File: config.mk
export PLATFORM = sky130hd
export DESIGN_NAME = teclado_ctrl_exc3_flat
export DESIGN_NICKNAME = d
export VERILOG_FILES = /design/src/rtl/teclado_ctrl_exc3_if.sv /design/src/rtl/teclado_ctrl_exc3.sv /design/src/flat_wrapper.sv
export SDC_FILE = /design/constraint.sdc
export NUM_CORES = 1
export LEC_CHECK = 0
export ABC_AREA = 0
export CAP_MARGIN = 20
export CORE_UTILIZATION = 55
export CTS_CLUSTER_DIAMETER = 40
export DETAILED_ROUTE_END_ITERATION = 8
export PLACE_DENSITY_LB_ADDON = 0.08
export SYNTH_ARGS = -nofsm -noshare
export SYNTH_HDL_FRONTEND = slang
export SYNTH_SLANG_ARGS = --single-unit
File: constraint.sdc
create_clock -name clk -period 4.3 [get_ports clk]
set_clock_uncertainty 0.1 [all_clocks]
set_input_delay 1.29 -clock clk [delete_from_list [all_inputs] [get_ports clk]]
set_output_delay 1.29 -clock clk [all_outputs]
set_load 0.005 [all_outputs]
File: src/rtl/teclado_ctrl_exc3_if.sv
// Code delivery handshake between the keypad controller and its consumer.
interface teclado_ctrl_exc3_if;
  logic [3:0] code_out;
  logic       code_valid;
  logic       code_ready;

  modport master (output code_out, output code_valid, input code_ready);
  modport slave  (input code_out, input code_valid, output code_ready);
endinterface

File: src/rtl/teclado_ctrl_exc3.sv
// Debounced 10-key keypad to excess-3 encoder with valid/ready delivery.
// TECLADO_BUF_EN: 4-entry FWFT FIFO instead of a single output register.
module teclado_ctrl_exc3 #(
  parameter int unsigned DB_CYCLES = 16
) (
  input  logic                       clk,
  input  logic                       rst,
  input  logic [9:0]                 key_in,
  teclado_ctrl_exc3_if.master        code_if,
  output logic                       err,
  output logic                       overrun,
  output logic                       busy
);

  typedef enum logic [1:0] {IDLE, DEBOUNCE, EMIT, WAIT_REL} state_t;

  localparam logic [7:0] DB_LAST = 8'(DB_CYCLES - 1);

  state_t     state_q;
  logic [9:0] sync1_q, key_s_q, key_cap_q;
  logic [7:0] db_cnt_q, rel_cnt_q;
  logic [7:0] db_cnt_d, rel_cnt_d;
  logic       push_q;
  logic [3:0] push_code_q;
  logic       err_q;
  logic       ovr_q;
  logic [3:0] cap_idx;
  logic       cap_onehot;

  assign db_cnt_d  = db_cnt_q + 8'd1;
  assign rel_cnt_d = rel_cnt_q + 8'd1;

  always_comb begin
    cap_idx    = '0;
    cap_onehot = $onehot(key_cap_q);
    for (int unsigned k = 0; k < 10; k++) begin
      if (key_cap_q[k]) cap_idx = 4'(k);
    end
  end

  always_ff @(posedge clk or posedge rst) begin
    if (rst) begin
      state_q     <= IDLE;
      sync1_q     <= '0;
      key_s_q     <= '0;
      key_cap_q   <= '0;
      db_cnt_q    <= '0;
      rel_cnt_q   <= '0;
      push_q      <= 1'b0;
      push_code_q <= '0;
      err_q       <= 1'b0;
    end else begin
      sync1_q <= key_in;
      key_s_q <= sync1_q;
      push_q  <= 1'b0;
      err_q   <= 1'b0;
      case (state_q)
        IDLE: begin
          if (key_s_q != '0) begin
            key_cap_q <= key_s_q;
            db_cnt_q  <= '0;
            state_q   <= DEBOUNCE;
          end
        end
        DEBOUNCE: begin
          if (key_s_q == '0) begin
            state_q <= IDLE;
          end else if (key_s_q != key_cap_q) begin
            key_cap_q <= key_s_q;
            db_cnt_q  <= '0;
          end else begin
            db_cnt_q <= db_cnt_d;
            if (db_cnt_d == DB_LAST) state_q <= EMIT;
          end
        end
        EMIT: begin
          // push is registered here and lands in storage on the next edge
          if (cap_onehot) begin
            push_q      <= 1'b1;
            push_code_q <= cap_idx + 4'd3;
          end else begin
            err_q <= 1'b1;
          end
          rel_cnt_q <= '0;
          state_q   <= WAIT_REL;
        end
        WAIT_REL: begin
          if (key_s_q != '0) begin
            rel_cnt_q <= '0;
          end else if (rel_cnt_q == DB_LAST) begin
            state_q <= IDLE;
          end else begin
            rel_cnt_q <= rel_cnt_d;
          end
        end
        default: state_q <= IDLE;
      endcase
    end
  end

`ifdef TECLADO_BUF_EN
  logic [3:0] mem_q [4];
  logic [1:0] rd_q, wr_q;
  logic [2:0] cnt_q;
  logic       pop, full, wr_ok;

  assign pop   = (cnt_q != 3'd0) && code_if.code_ready;
  assign full  = (cnt_q == 3'd4);
  assign wr_ok = push_q && (!full || pop);

  always_ff @(posedge clk or posedge rst) begin
    if (rst) begin
      for (int unsigned i = 0; i < 4; i++) mem_q[i] <= '0;
      rd_q  <= '0;
      wr_q  <= '0;
      cnt_q <= '0;
      ovr_q <= 1'b0;
    end else begin
      ovr_q <= push_q && full && !pop;
      if (wr_ok) begin
        mem_q[wr_q] <= push_code_q;
        wr_q        <= wr_q + 2'd1;
      end
      if (pop) rd_q <= rd_q + 2'd1;
      case ({wr_ok, pop})
        2'b10:   cnt_q <= cnt_q + 3'd1;
        2'b01:   cnt_q <= cnt_q - 3'd1;
        default: cnt_q <= cnt_q;
      endcase
    end
  end

  assign code_if.code_out   = mem_q[rd_q];
  assign code_if.code_valid = (cnt_q != 3'd0);
`else
  logic [3:0] code_q;
  logic       valid_q;

  always_ff @(posedge clk or posedge rst) begin
    if (rst) begin
      code_q  <= '0;
      valid_q <= 1'b0;
      ovr_q   <= 1'b0;
    end else begin
      ovr_q <= 1'b0;
      if (push_q) begin
        if (!valid_q || code_if.code_ready) begin
          code_q  <= push_code_q;
          valid_q <= 1'b1;
        end else begin
          ovr_q <= 1'b1;
        end
      end else if (valid_q && code_if.code_ready) begin
        valid_q <= 1'b0;
      end
    end
  end

  assign code_if.code_out   = code_q;
  assign code_if.code_valid = valid_q;
`endif

  assign err     = err_q;
  assign overrun = ovr_q;
  assign busy    = (state_q != IDLE);

endmodule

File: src/flat_wrapper.sv
// flat-port wrapper written by rule: the top's interface ports become plain ports
module teclado_ctrl_exc3_flat 
#(
  parameter int unsigned DB_CYCLES = 16
)
  (clk, rst, key_in, err, overrun, busy, code_if_code_out, code_if_code_valid, code_if_code_ready);
  teclado_ctrl_exc3_if code_if_i ();
  input  logic clk;
  input  logic rst;
  input  logic [9:0] key_in;
  output logic err;
  output logic overrun;
  output logic busy;
  output wire logic [$bits(code_if_i.code_out)-1:0] code_if_code_out;
  output wire logic [$bits(code_if_i.code_valid)-1:0] code_if_code_valid;
  input wire logic [$bits(code_if_i.code_ready)-1:0] code_if_code_ready;
  assign code_if_code_out = code_if_i.code_out;
  assign code_if_code_valid = code_if_i.code_valid;
  assign code_if_i.code_ready = code_if_code_ready;
  teclado_ctrl_exc3 #(.DB_CYCLES(DB_CYCLES)) u_core (.clk(clk), .rst(rst), .key_in(key_in), .code_if(code_if_i), .err(err), .overrun(overrun), .busy(busy));
endmodule
==> out/qor.yml <==
cells_and_area:
  syn_to_final_growth_pct: 15.75
  diodes: 0
  drive_gt1_share_pct: 14.69
  finalNetCount: 315
synthesis:
  ys.warnings.count: 0
  yosysSeqAreaShare_pct: 50.65
  synth_cells: 255
  synth_largest_area_cell: "dfrtp_1"
  yosys.cell_types.count: 40
  ys_top_cells_by_area: "dfrtp_1 (51%), ha_1 (5.9%), mux2_2 (4.2%), xnor2_1 (4.1%), fa_1 (4.1%)"
  synth_edf_count: 0
  synth-async-reset-ratio_pct: 100.0
  netlist_area_um2: 2964
  syn_nets: 288
  postSynthAreaPerCell_um2: 11.62
  ys_ff_latch: 60
  synth_top_area_share_pct: 50.65
  synth_ff_type: "dfrtp_1"
critical_path:
  cp_max_fo: 7
  critPathKind: "register to register"
  cp.arrival_ns: 4.20
  max_stage_delay_ns: 0.49
  path_cells: "inv_1 > ha_1 > inv_1 > fa_1 > fa_1 > fa_1 > fa_1 > or3b_2 > o22ai_1 > nand2_1 > nor2_4 > mux2_2"
  critPathRequiredTime_ns: 4.42
  cp_slowest_cell: "fa_1"
  crit_top_cell: "fa_1"
  cp-start-kind: "register"
  critPathCaptureType: "register"
sta:
  max_freq_ghz: 0.2449
  hold_viol_final: 0
  final-setup-viol-count: 0
  drv_slew: 0
  setup_ws_ns: 0.2173
  tns_ns: 0
  worst_slew_pin_slew_ns: 0.6617
  rsz0062_at_grt: "false"
  slew_headroom_pct: 55.82
  post-route-min-period_ns: 4.083
  finalCritPeriodShare_pct: 94.95
clocking:
  clk_latency_ns: 0.33
  ctsLongestPathBuffers: 2
  cts_max_level: 3
  cts_buffers: 9
  cts_sinks: 60
  cts_tree: "yes"
  cts_resized: 0
  clockRootBuffer: "clkbuf_8"
  post_cts_buffers: 0
  hold_buffers: 0
  clkTransAtPathRegs_ns: 0.06
route:
  wl_um: 4694
  via_count: 1888
  via_per_inst: 5.303
  drt-pass1-iter-count: 4
  antenna_left: 0
  wl_per_cell_um: 13.19
  drc: 0
  initialDrtViolationCount: 74
power_and_ir_drop:
  ir_worst_vdd_mv: 0.2445
  power.density_nw_per_um2: 364.5
  p_leak_nw: 1.546
placed_design:
  place_ws_ns: 0.2114
  gp_congestion: 0.7988
  port_buffers: 20
  dpl.hpwl_um: 3401
floorplan:
  ios: 21
  die_area_um2: 5687
  fp-row-count: 26
  fp.coreArea_um2: 5140
  initial_core_util_pct: 57.67
  die_x_um: 75.41
  die_height_um: 75.41
run_status:
  status: "finished, final reports clean"
min_path:
  min-delay-path-class: "register to register"
flow_run:
  maxCapViolCount: 0
grt:
  antenna_found_initial: 0
  grt_pass1_wl_um: 8176
  grt-ovfl-total: 0
  grt.total_usage_pct: 19.98
  grt_max_degree: 34
  grt_pass1_vias: 1834
## cells in the mapped netlist (4+ instances only)
master / n
dfrtp_1: 60
inv_1: 26
ha_1: 14
o21ai_0: 14
xnor2_1: 14
nand2_1: 12
mux2_2: 11
a21oi_1: 9
nand3_1: 9
and3_1: 7
nand2b_1: 7
nand4_1: 7
fa_1: 6
mux2_4: 5
nor2_1: 5
o22ai_1: 4
o2bb2ai_1: 4
## flip-flops by register name (all words and copies together) (netlist names), named ones only
name and flops:
u_core.code_if.code_out 4, u_core.code_if.code_valid 1, u_core.db_cnt_q 8, u_core.err 1, u_core.key_cap_q 10, u_core.key_s_q 10, u_core.overrun 1, u_core.push_code_q 4
u_core.push_q 1, u_core.rel_cnt_q 8, u_core.state_q 1, u_core.sync1_q 10
## power by group
part	total [mW]	internal (mW)	leakage (nW)	switching (mW)
Clock	0.529	0.321	0.102	0.208
Combinational	0.129	0.0644	0.680	0.0648
Sequential	0.593	0.579	0.764	0.0135
## layout make-up
class                      count  area, µm²
inverter                      26      97.59
clock buffer                  10      127.6
multi-input combinational    163       1324
clock inverter                 5      77.57
fill                         399       1709
sequential                    60       1501
timing repair buffer          22      215.2
tap                           70      87.58
## worst max-delay path: cells and delay by family (launching register included)
family | cells | cell delay (ns)
adders and majority gates | 5 | 2.04
and+or+nand+nor | 3 | 0.72
DFF | 1 | 0.46
muxes | 1 | 0.35
AOI/OAI and AO/OA | 1 | 0.17
buffers and inverters | 2 | 0.11
## layout by cell type (no fill, tap or decap), types with 3 or more instances in the layout
master,instances
dfrtp_1,60
inv_1,25
clkdlybuf4s50_1,20
xnor2_1,14
o21ai_0,14
ha_1,14
nand2_1,12
mux2_2,11
nand3_1,9
a21oi_1,9
clkbuf_8,9
and3_1,7
nand4_1,7
nand2b_1,7
fa_1,6
nor2_1,5
mux2_4,5
o22ai_1,4
o2bb2ai_1,4
o31ai_1,3
a31o_2,3
mux2i_1,3
## layer usage
layer,global-route usage (%),up-vias,routed length [µm]
li1,-,933,-
met1,24.63,911,2233
met2,32.54,34,2202
met3,4.762,10,141
met4,11.11,0,116
met5,0,-,0
## path summary, 6_finish.rpt
check,startpoint,endpoint,cells after the start,slack (ns)
setup / recovery,u_core.key_cap_q[5],u_core.push_code_q[2],12,0.22
min in group asynchronous,rst,u_core.rel_cnt_q[6],2,1.27
setup reg to reg,u_core.key_cap_q[5],u_core.push_code_q[2],12,0.22
hold reg to reg,u_core.sync1_q[6],u_core.key_s_q[6],0,0.25
max in group asynchronous,rst,u_core.key_s_q[6],3,2.16
hold / removal,u_core.sync1_q[6],u_core.key_s_q[6],0,0.25
## metrics by stage
stage / utilization, % / cell area (µm²) / hold WS, ns / power (mW) / instances
final: 66.75 / 3431 / 0.2469 / 1.251 / 356
after global routing: 66.75 / 3431 / 0.2549 / 1.314 / 356
after CTS: 66.75 / 3431 / 0.2484 / 1.268 / 356
after detailed placement: 62.76 / 3226 / 0.2347 / 0.7345 / 341
after global placement: 62.76 / 3226 / 0.2320 / 0.7299 / 341
after floorplan: - / 2964 / 0.2312 / 0.6982 / 255
## logic make-up after synthesis
logic type / after synthesis / share of synthesized area, %
simple gates: 65 / 12.87
buf+inv: 32 / 4.685
xor+xnor: 16 / 4.728
flops: 60 / 50.65
fa+ha+maj: 20 / 9.962
mux: 19 / 7.725
compound gates: 43 / 9.371
Power figures use the tool's default switching activity.
